==> src/rtl/spi_pkg.sv <==
// Shared types and default sizing for the SPI register bank.
package spi_pkg;
  localparam int N_DEF  = 8;
  localparam int CH_DEF = 4;

  typedef enum logic [1:0] {IDLE, ADDR, DATA, DONE} spi_state_e;
endpackage

==> src/rtl/spi_reg_bank_if.sv <==
// Serial session bus between an SPI-style master and the register bank.
interface spi_reg_bank_if;
  logic start;
  logic sel;
  logic si;
  logic so;

  modport master (output start, sel, si, input so);
  modport slave  (input start, sel, si, output so);
endinterface

==> src/rtl/spi_shifter.sv <==
// N-bit load/shift register; outgoing bit leaves one end while si enters the other.
module spi_shifter #(
  parameter int N         = 8,
  parameter int MSB_FIRST = 1
) (
  input  logic         clk,
  input  logic         reset_n,
  input  logic         i_load,
  input  logic [N-1:0] i_load_val,
  input  logic         i_shift,
  input  logic         i_si,
  output logic [N-1:0] o_next,
  output logic         o_out
);
  logic [N-1:0] r_sh;

  generate
    if (MSB_FIRST != 0) begin : g_msb
      assign o_next = {r_sh[N-2:0], i_si};
      assign o_out  = r_sh[N-1];
    end else begin : g_lsb
      assign o_next = {i_si, r_sh[N-1:1]};
      assign o_out  = r_sh[0];
    end
  endgenerate

  // load wins so a burst reload can coincide with the final shift
  always_ff @(posedge clk or negedge reset_n) begin
    if (!reset_n)     r_sh <= '0;
    else if (i_load)  r_sh <= i_load_val;
    else if (i_shift) r_sh <= o_next;
  end
endmodule

==> src/rtl/spi_reg_bank.sv <==
// Serial-addressed register bank: address phase, then readback/write data phase.
// Burst auto-increment is enabled by defining SPI_REG_BANK_AUTOINC_EN.
module spi_reg_bank
  import spi_pkg::*;
#(
  parameter int N         = N_DEF,
  parameter int CH        = CH_DEF,
  parameter int MSB_FIRST = 1,
  localparam int AW       = $clog2(CH)
) (
  input  logic            clk,
  input  logic            reset_n,
  spi_reg_bank_if.slave   bus,
  input  logic [CH*N-1:0] data_in,
  output logic [CH*N-1:0] q,
  output logic            wr_stb,
  output logic [AW-1:0]   wr_addr,
  output logic            full,
  output logic            addr_err
);
`ifdef SPI_REG_BANK_AUTOINC_EN
  localparam bit AUTOINC = 1'b1;
`else
  localparam bit AUTOINC = 1'b0;
`endif
  localparam int CW = $clog2((N > AW) ? N : AW);
  localparam logic [AW:0] CH_L = (AW+1)'(CH);

  spi_state_e            r_state;
  logic [CW-1:0]         r_cnt;
  logic [AW-1:0]         r_addr_sh, r_addr, r_wr_addr;
  logic [CH-1:0][N-1:0]  r_q;
  logic                  r_wr_stb, r_full, r_addr_err;

  logic [CH-1:0][N-1:0]  w_din;
  logic [AW-1:0]         w_addr_next, w_addr_inc, w_load_addr;
  logic [N-1:0]          w_word, w_load_val;
  logic                  w_act, w_last_abit, w_word_done, w_load, w_sh_out;
  logic                  w_next_ok, w_cur_ok, w_inc_ok, w_load_ok;

  assign w_din       = data_in;
  assign q           = r_q;
  assign wr_stb      = r_wr_stb;
  assign wr_addr     = r_wr_addr;
  assign full        = r_full;
  assign addr_err    = r_addr_err;

  assign w_addr_next = (MSB_FIRST != 0) ? AW'({r_addr_sh, bus.si})
                                        : AW'({bus.si, r_addr_sh} >> 1);
  assign w_addr_inc  = r_addr + AW'(1);
  assign w_next_ok   = {1'b0, w_addr_next} < CH_L;
  assign w_cur_ok    = {1'b0, r_addr}      < CH_L;
  assign w_inc_ok    = {1'b0, w_addr_inc}  < CH_L;

  assign w_act       = bus.sel && !bus.start;
  assign w_last_abit = w_act && (r_state == ADDR) && (r_cnt == CW'(AW-1));
  assign w_word_done = w_act && (r_state == DATA) && (r_cnt == CW'(N-1));
  assign w_load      = w_last_abit || (AUTOINC && w_word_done);
  assign w_load_addr = w_last_abit ? w_addr_next : w_addr_inc;
  assign w_load_ok   = w_last_abit ? w_next_ok : w_inc_ok;
  // out-of-range channels read back as zero
  assign w_load_val  = w_load_ok ? w_din[w_load_addr] : '0;

  spi_shifter #(.N(N), .MSB_FIRST(MSB_FIRST)) u_data_sh (
    .clk        (clk),
    .reset_n    (reset_n),
    .i_load     (w_load),
    .i_load_val (w_load_val),
    .i_shift    (w_act && (r_state == DATA)),
    .i_si       (bus.si),
    .o_next     (w_word),
    .o_out      (w_sh_out)
  );

  assign bus.so = (r_state == DATA) ? w_sh_out : 1'b0;

  always_ff @(posedge clk or negedge reset_n) begin
    if (!reset_n) begin
      r_state    <= IDLE;
      r_cnt      <= '0;
      r_addr_sh  <= '0;
      r_addr     <= '0;
      r_q        <= '0;
      r_wr_stb   <= 1'b0;
      r_wr_addr  <= '0;
      r_full     <= 1'b0;
      r_addr_err <= 1'b0;
    end else begin
      r_wr_stb <= 1'b0;
      if (bus.start) begin
        r_state    <= ADDR;
        r_cnt      <= '0;
        r_addr_sh  <= '0;
        r_full     <= 1'b0;
        r_addr_err <= 1'b0;
      end else if (bus.sel) begin
        case (r_state)
          ADDR: begin
            r_addr_sh <= w_addr_next;
            if (w_last_abit) begin
              r_addr     <= w_addr_next;
              r_cnt      <= '0;
              r_state    <= DATA;
              r_addr_err <= !w_next_ok;
            end else begin
              r_cnt <= r_cnt + CW'(1);
            end
          end
          DATA: begin
            if (w_word_done) begin
              r_cnt <= '0;
              if (w_cur_ok) begin
                r_q[r_addr] <= w_word;
                r_wr_stb    <= 1'b1;
                r_wr_addr   <= r_addr;
                r_full      <= 1'b1;
              end
              if (AUTOINC) begin
                r_addr <= w_addr_inc;
                if (!w_inc_ok) r_addr_err <= 1'b1;
              end else begin
                r_state <= DONE;
              end
            end else begin
              r_cnt <= r_cnt + CW'(1);
            end
          end
          default: ;
        endcase
      end
    end
  end
endmodule

==> src/flat_wrapper.sv <==
// flat-port wrapper written by rule: the top's interface ports become plain ports
module spi_reg_bank_flat import spi_pkg::*;
#(
  parameter int N         = N_DEF,
  parameter int CH        = CH_DEF,
  parameter int MSB_FIRST = 1,
  localparam int AW       = $clog2(CH)
)
  (clk, reset_n, data_in, q, wr_stb, wr_addr, full, addr_err, bus_start, bus_sel, bus_si, bus_so);
  spi_reg_bank_if bus_i ();
  input  logic clk;
  input  logic reset_n;
  input  logic [CH*N-1:0] data_in;
  output logic [CH*N-1:0] q;
  output logic wr_stb;
  output logic [AW-1:0] wr_addr;
  output logic full;
  output logic addr_err;
  input wire logic [$bits(bus_i.start)-1:0] bus_start;
  input wire logic [$bits(bus_i.sel)-1:0] bus_sel;
  input wire logic [$bits(bus_i.si)-1:0] bus_si;
  output wire logic [$bits(bus_i.so)-1:0] bus_so;
  assign bus_i.start = bus_start;
  assign bus_i.sel = bus_sel;
  assign bus_i.si = bus_si;
  assign bus_so = bus_i.so;
  spi_reg_bank #(.N(N), .CH(CH), .MSB_FIRST(MSB_FIRST)) u_core (.clk(clk), .reset_n(reset_n), .bus(bus_i), .data_in(data_in), .q(q), .wr_stb(wr_stb), .wr_addr(wr_addr), .full(full), .addr_err(addr_err));
endmodule
==> config.mk <==
export PLATFORM = sky130hd
export DESIGN_NAME = spi_reg_bank_flat
export DESIGN_NICKNAME = d
export VERILOG_FILES = /design/src/rtl/spi_pkg.sv /design/src/rtl/spi_reg_bank_if.sv /design/src/rtl/spi_shifter.sv /design/src/rtl/spi_reg_bank.sv /design/src/flat_wrapper.sv
export SDC_FILE = /design/constraint.sdc
export NUM_CORES = 1
export LEC_CHECK = 0
export ABC_AREA = 1
export CAP_MARGIN = 5
export CORE_MARGIN = 1
export CORE_UTILIZATION = 30
export CTS_BUF_LIST = sky130_fd_sc_hd__clkbuf_8
export DETAILED_ROUTE_END_ITERATION = 12
export MAX_ROUTING_LAYER = met4
export PLACE_DENSITY_LB_ADDON = 0.12
export SYNTH_ARGS = -nofsm -noshare
export SYNTH_HDL_FRONTEND = slang
export SYNTH_SLANG_ARGS = --single-unit
==> constraint.sdc <==
create_clock -name clk -period 1.55 [get_ports clk]
set_clock_uncertainty 0.05 [all_clocks]
set_input_delay 0.31 -clock clk [delete_from_list [all_inputs] [get_ports clk]]
set_output_delay 0.31 -clock clk [all_outputs]
set_load 0.05 [all_outputs]
==> impl_results.md <==
- Final Max Tran Viols: 0
- Total gr overflow: 0
- Htree depth: 2
- First drt pass iteration count: 4
- Final core occ: between 50% and 60%
- Top post-synthesis cells by count: nand2_1, dfrtp_1, inv_1, nand3_1, o21ai_1
- Proportion of synthesized area in mux cells: 0%
- Syn. warnings: 0
- Static leakage: between 2 and 2.5 nW
- Total Wirelength: 6970 um
- Row cnt: 34
- Max Cap Viol: 0
- Post-synth EDFFs: 0
- Clock-pin transition on the worst setup and hold timing paths: ~0.10 ns
- Failing checks: negative setup slack
- Post-Synth Adder-Cell Area: under 10%
- Fin cells: 530
- DP Worst Slack: -0.432 ns
- Final setup violation count: 45
- NumNets Final: roughly 470
- Clk buf depth: 2
- Root Buffer Master: clkbuf_8
- Status: finished with violations
- Overall global routing resource usage: between 10% and 20%
- Sink Count: 52
- Post-Synth XOR/XNOR Area: 0%
- Unrepaired setup endpoints after global routing: true
- Chip Width: ~97 um
- Gpl congestion: 0.839
- Setup slack, reg-to-reg: -0.21 ns
- Post-route setup slack: -0.212 ns
- Synthesized instance count: between 300 and 400
- First-pass GRT wire length: between 10000 and 15000 um
- Io pins: between 70 and 80
- Worst min path class: input pin to async pin
- CP most frequent cell: nand2_1
- Crit end category: register
- Port Buffers: 73
- Post-synth net total: ~350
- Combinational family with the most area after synthesis: simple AND/OR/NAND/NOR gates
- Placed cell area: between 4000 and 5000 sq um
- Sequential area share after synthesis: roughly half
- DIE AREA: slightly above 9000 sq um
- Data arrival, critical path: 1.97 ns
- CP max stage cell: dfrtp_1
- CORE AREA: 8680 sq um
- Fmax: between 500 and 600 MHz
- Syn Std Cell Area: 2680 sq um
- Period utilization: 114%
- Pin count of the biggest net entering global routing: 43
- Share of cells above drive strength 1: a little over 30%
- Chip Height: 96.5 um
- Post-synth top area share: roughly 49%
- Total CTS buffers: 5
- First-iteration detailed-routing DRC count: 56
- Hold Vio Cnt, Final: 0
- Tmin final: between 1.5 and 2 ns
- Async set or reset register ratio after synthesis: 100%
- Yosys top cell by area: dfrtp_1
- Max FO, Critical Path: 8
- Reg-to-reg startpoint: u_core.r_cnt[1]
- Post-detail-place hpwl: around 4900 um
- Synth-to-layout area growth: 69.9%
- Reg2Reg Depth: 12
- Seq cells post-synth: 52
- WL/cell: ~13 um
- ANT cells: 0
- Post-route cell area: approximately 4600 sq um
- Critical path, cell by cell: inv_2, ha_4, inv_2, nor2_4, nand3_4, buf_4, o21ai_4, buf_12, nand3_1, nand2_1, nand2_1, nand2_1
- Main synth FF type: dfrtp_1
- Crit start category: register
- Synth Area in Simple Gates: about 28%
- Clk Latency, worst-skew pair: around 0.31 ns
- Netlist cell types: 29
- Antenna viol nets, final: 0
- Vias in the first global route: approximately 2400
- Area contributors post-synth: dfrtp_1, nand2_1, nand3_1
- Initial antenna violation count: 0
- CTS tree: done
- # fillers: 821
- PwrDens: around 1100 nW/um^2
- Critical setup path kind: register to register
- Initial Util: about 31%
- Vias per inst: between 4 and 5
- Crit Reg-Reg Endpoint: u_core.u_data_sh.r_sh[0]
- Most common cell in the netlist: nand2_1
- CP required: between 1.5 and 2 ns
- Post-route DRC: 0
- Compound-Gate Fraction of Synth Area: about 11%
- CP max stage delay: 0.41 ns
- Worst vdd ir: 0.000511 V
- Routed via count: 2433
- Syn avg cell area: 8.68 sq um
- Placed insts: just over 500
- PnR Total Power: approximately 5 mW
[registers in the layout (all words and copies together) (netlist names)]
signal	flops
u_core.r_addr_sh	1
u_core.wr_addr	2
u_core.r_state	2
u_core.full	1
u_core.q	32
u_core.wr_stb	1
u_core.r_cnt	3
u_core.u_data_sh.r_sh	8
u_core.r_addr	2
[per-layer routing]
metal	up-vias	global-route usage (%)	part of all wire (%)
li1	1231	-	-
met1	1111	21.3	48
met2	83	24.6	46
met3	8	2.19	4.9
met4	0	5.27	1.4
met5	-	-	0
[cell families after synthesis]
kind of cell | after synthesis
AO/OA/AOI/OAI | 53
adder cells (fa/ha/maj) | 7
buffers and inverters | 49
flip-flops | 52
other | 1
AND/OR/NAND/NOR | 147
[what timing repair did]
| action | 4_1_cts | 5_1_grt |
|---|---|---|
| gates resized for setup | 12 | 28 |
| setup buffers | 7 | 3 |
| setup endpoints to repair | 15 | 47 |
| hold buffers | 1 | 0 |
| cloned | 0 | 4 |
| pin swaps | 4 | 12 |
| hold endpoints to repair | 10 | 0 |
[how the worst max path moves through the flow]
| stage | from | end | slack [ns] |
|---|---|---|---|
| final | u_core.r_cnt[1] | u_core.u_data_sh.r_sh[0] | -0.21 |
| after floorplan | u_core.r_cnt[1] | u_core.u_data_sh.r_sh[4] | -0.004 |
| after global routing | u_core.r_cnt[1] | u_core.u_data_sh.r_sh[4] | -0.36 |
| after global placement | bus_sel | u_core.u_data_sh.r_sh[0] | -0.40 |
| after CTS | u_core.r_cnt[1] | u_core.u_data_sh.r_sh[0] | -0.15 |
| after detailed placement | bus_sel | u_core.u_data_sh.r_sh[4] | -0.43 |
[cells in the final DEF, fill, tap and decap left out, drive strengths merged]
cell type,count
nand3,38
clkdlybuf4s50,35
a31oi,1
o21ai,42
buf,75
nand3b,16
a21oi,8
dlygate4sd3,1
nand4,2
ha,7
nor2,13
inv,38
conb,1
nand2,80
dfrtp,52
clkbuf,7
a32o,1
o22ai,1
clkinv,3
clkinvlp,1
[through the flow]
step           hold WS [ns]  TNS [ns]
3_5_place_dp          0.166    -14.69
4_1_cts               0.381     -1.35
6_report              0.365     -2.57
5_1_grt               0.390     -6.29
3_3_place_gp          0.167    -14.22
2_1_floorplan       -0.0356   -0.0219
[cell type report]
type	count	area, sq um	area share [%]
Timing Repair Buffer	113	1510	33.1
Multi-Input combinational cell	210	1360	29.8
Sequential cell	52	1300	28.6
Inverter	39	159	3.49
Tap cell	108	135	2.97
Clock buffer	5	68.8	1.51
Clock inverter	3	27.5	0.604
[critical path: cells and delay by family, from the launching register on]
| family | cells | cell delay (ns) |
|---|---|---|
| flops | 1 | 0.41 |
| compound gates | 1 | 0.16 |
| buf+inv | 4 | 0.43 |
| simple gates | 6 | 0.54 |
| fa+ha+maj | 1 | 0.13 |
[report_power, final]
part / switching, mW / internal [mW] / total [mW]
Clock: 0.483 / 0.332 / 0.816
Sequential: 0.102 / 1.53 / 1.63
Combinational: 1.38 / 1.06 / 2.44
Total: 1.97 / 2.92 / 4.89
(Power assumes the default switching activity.)
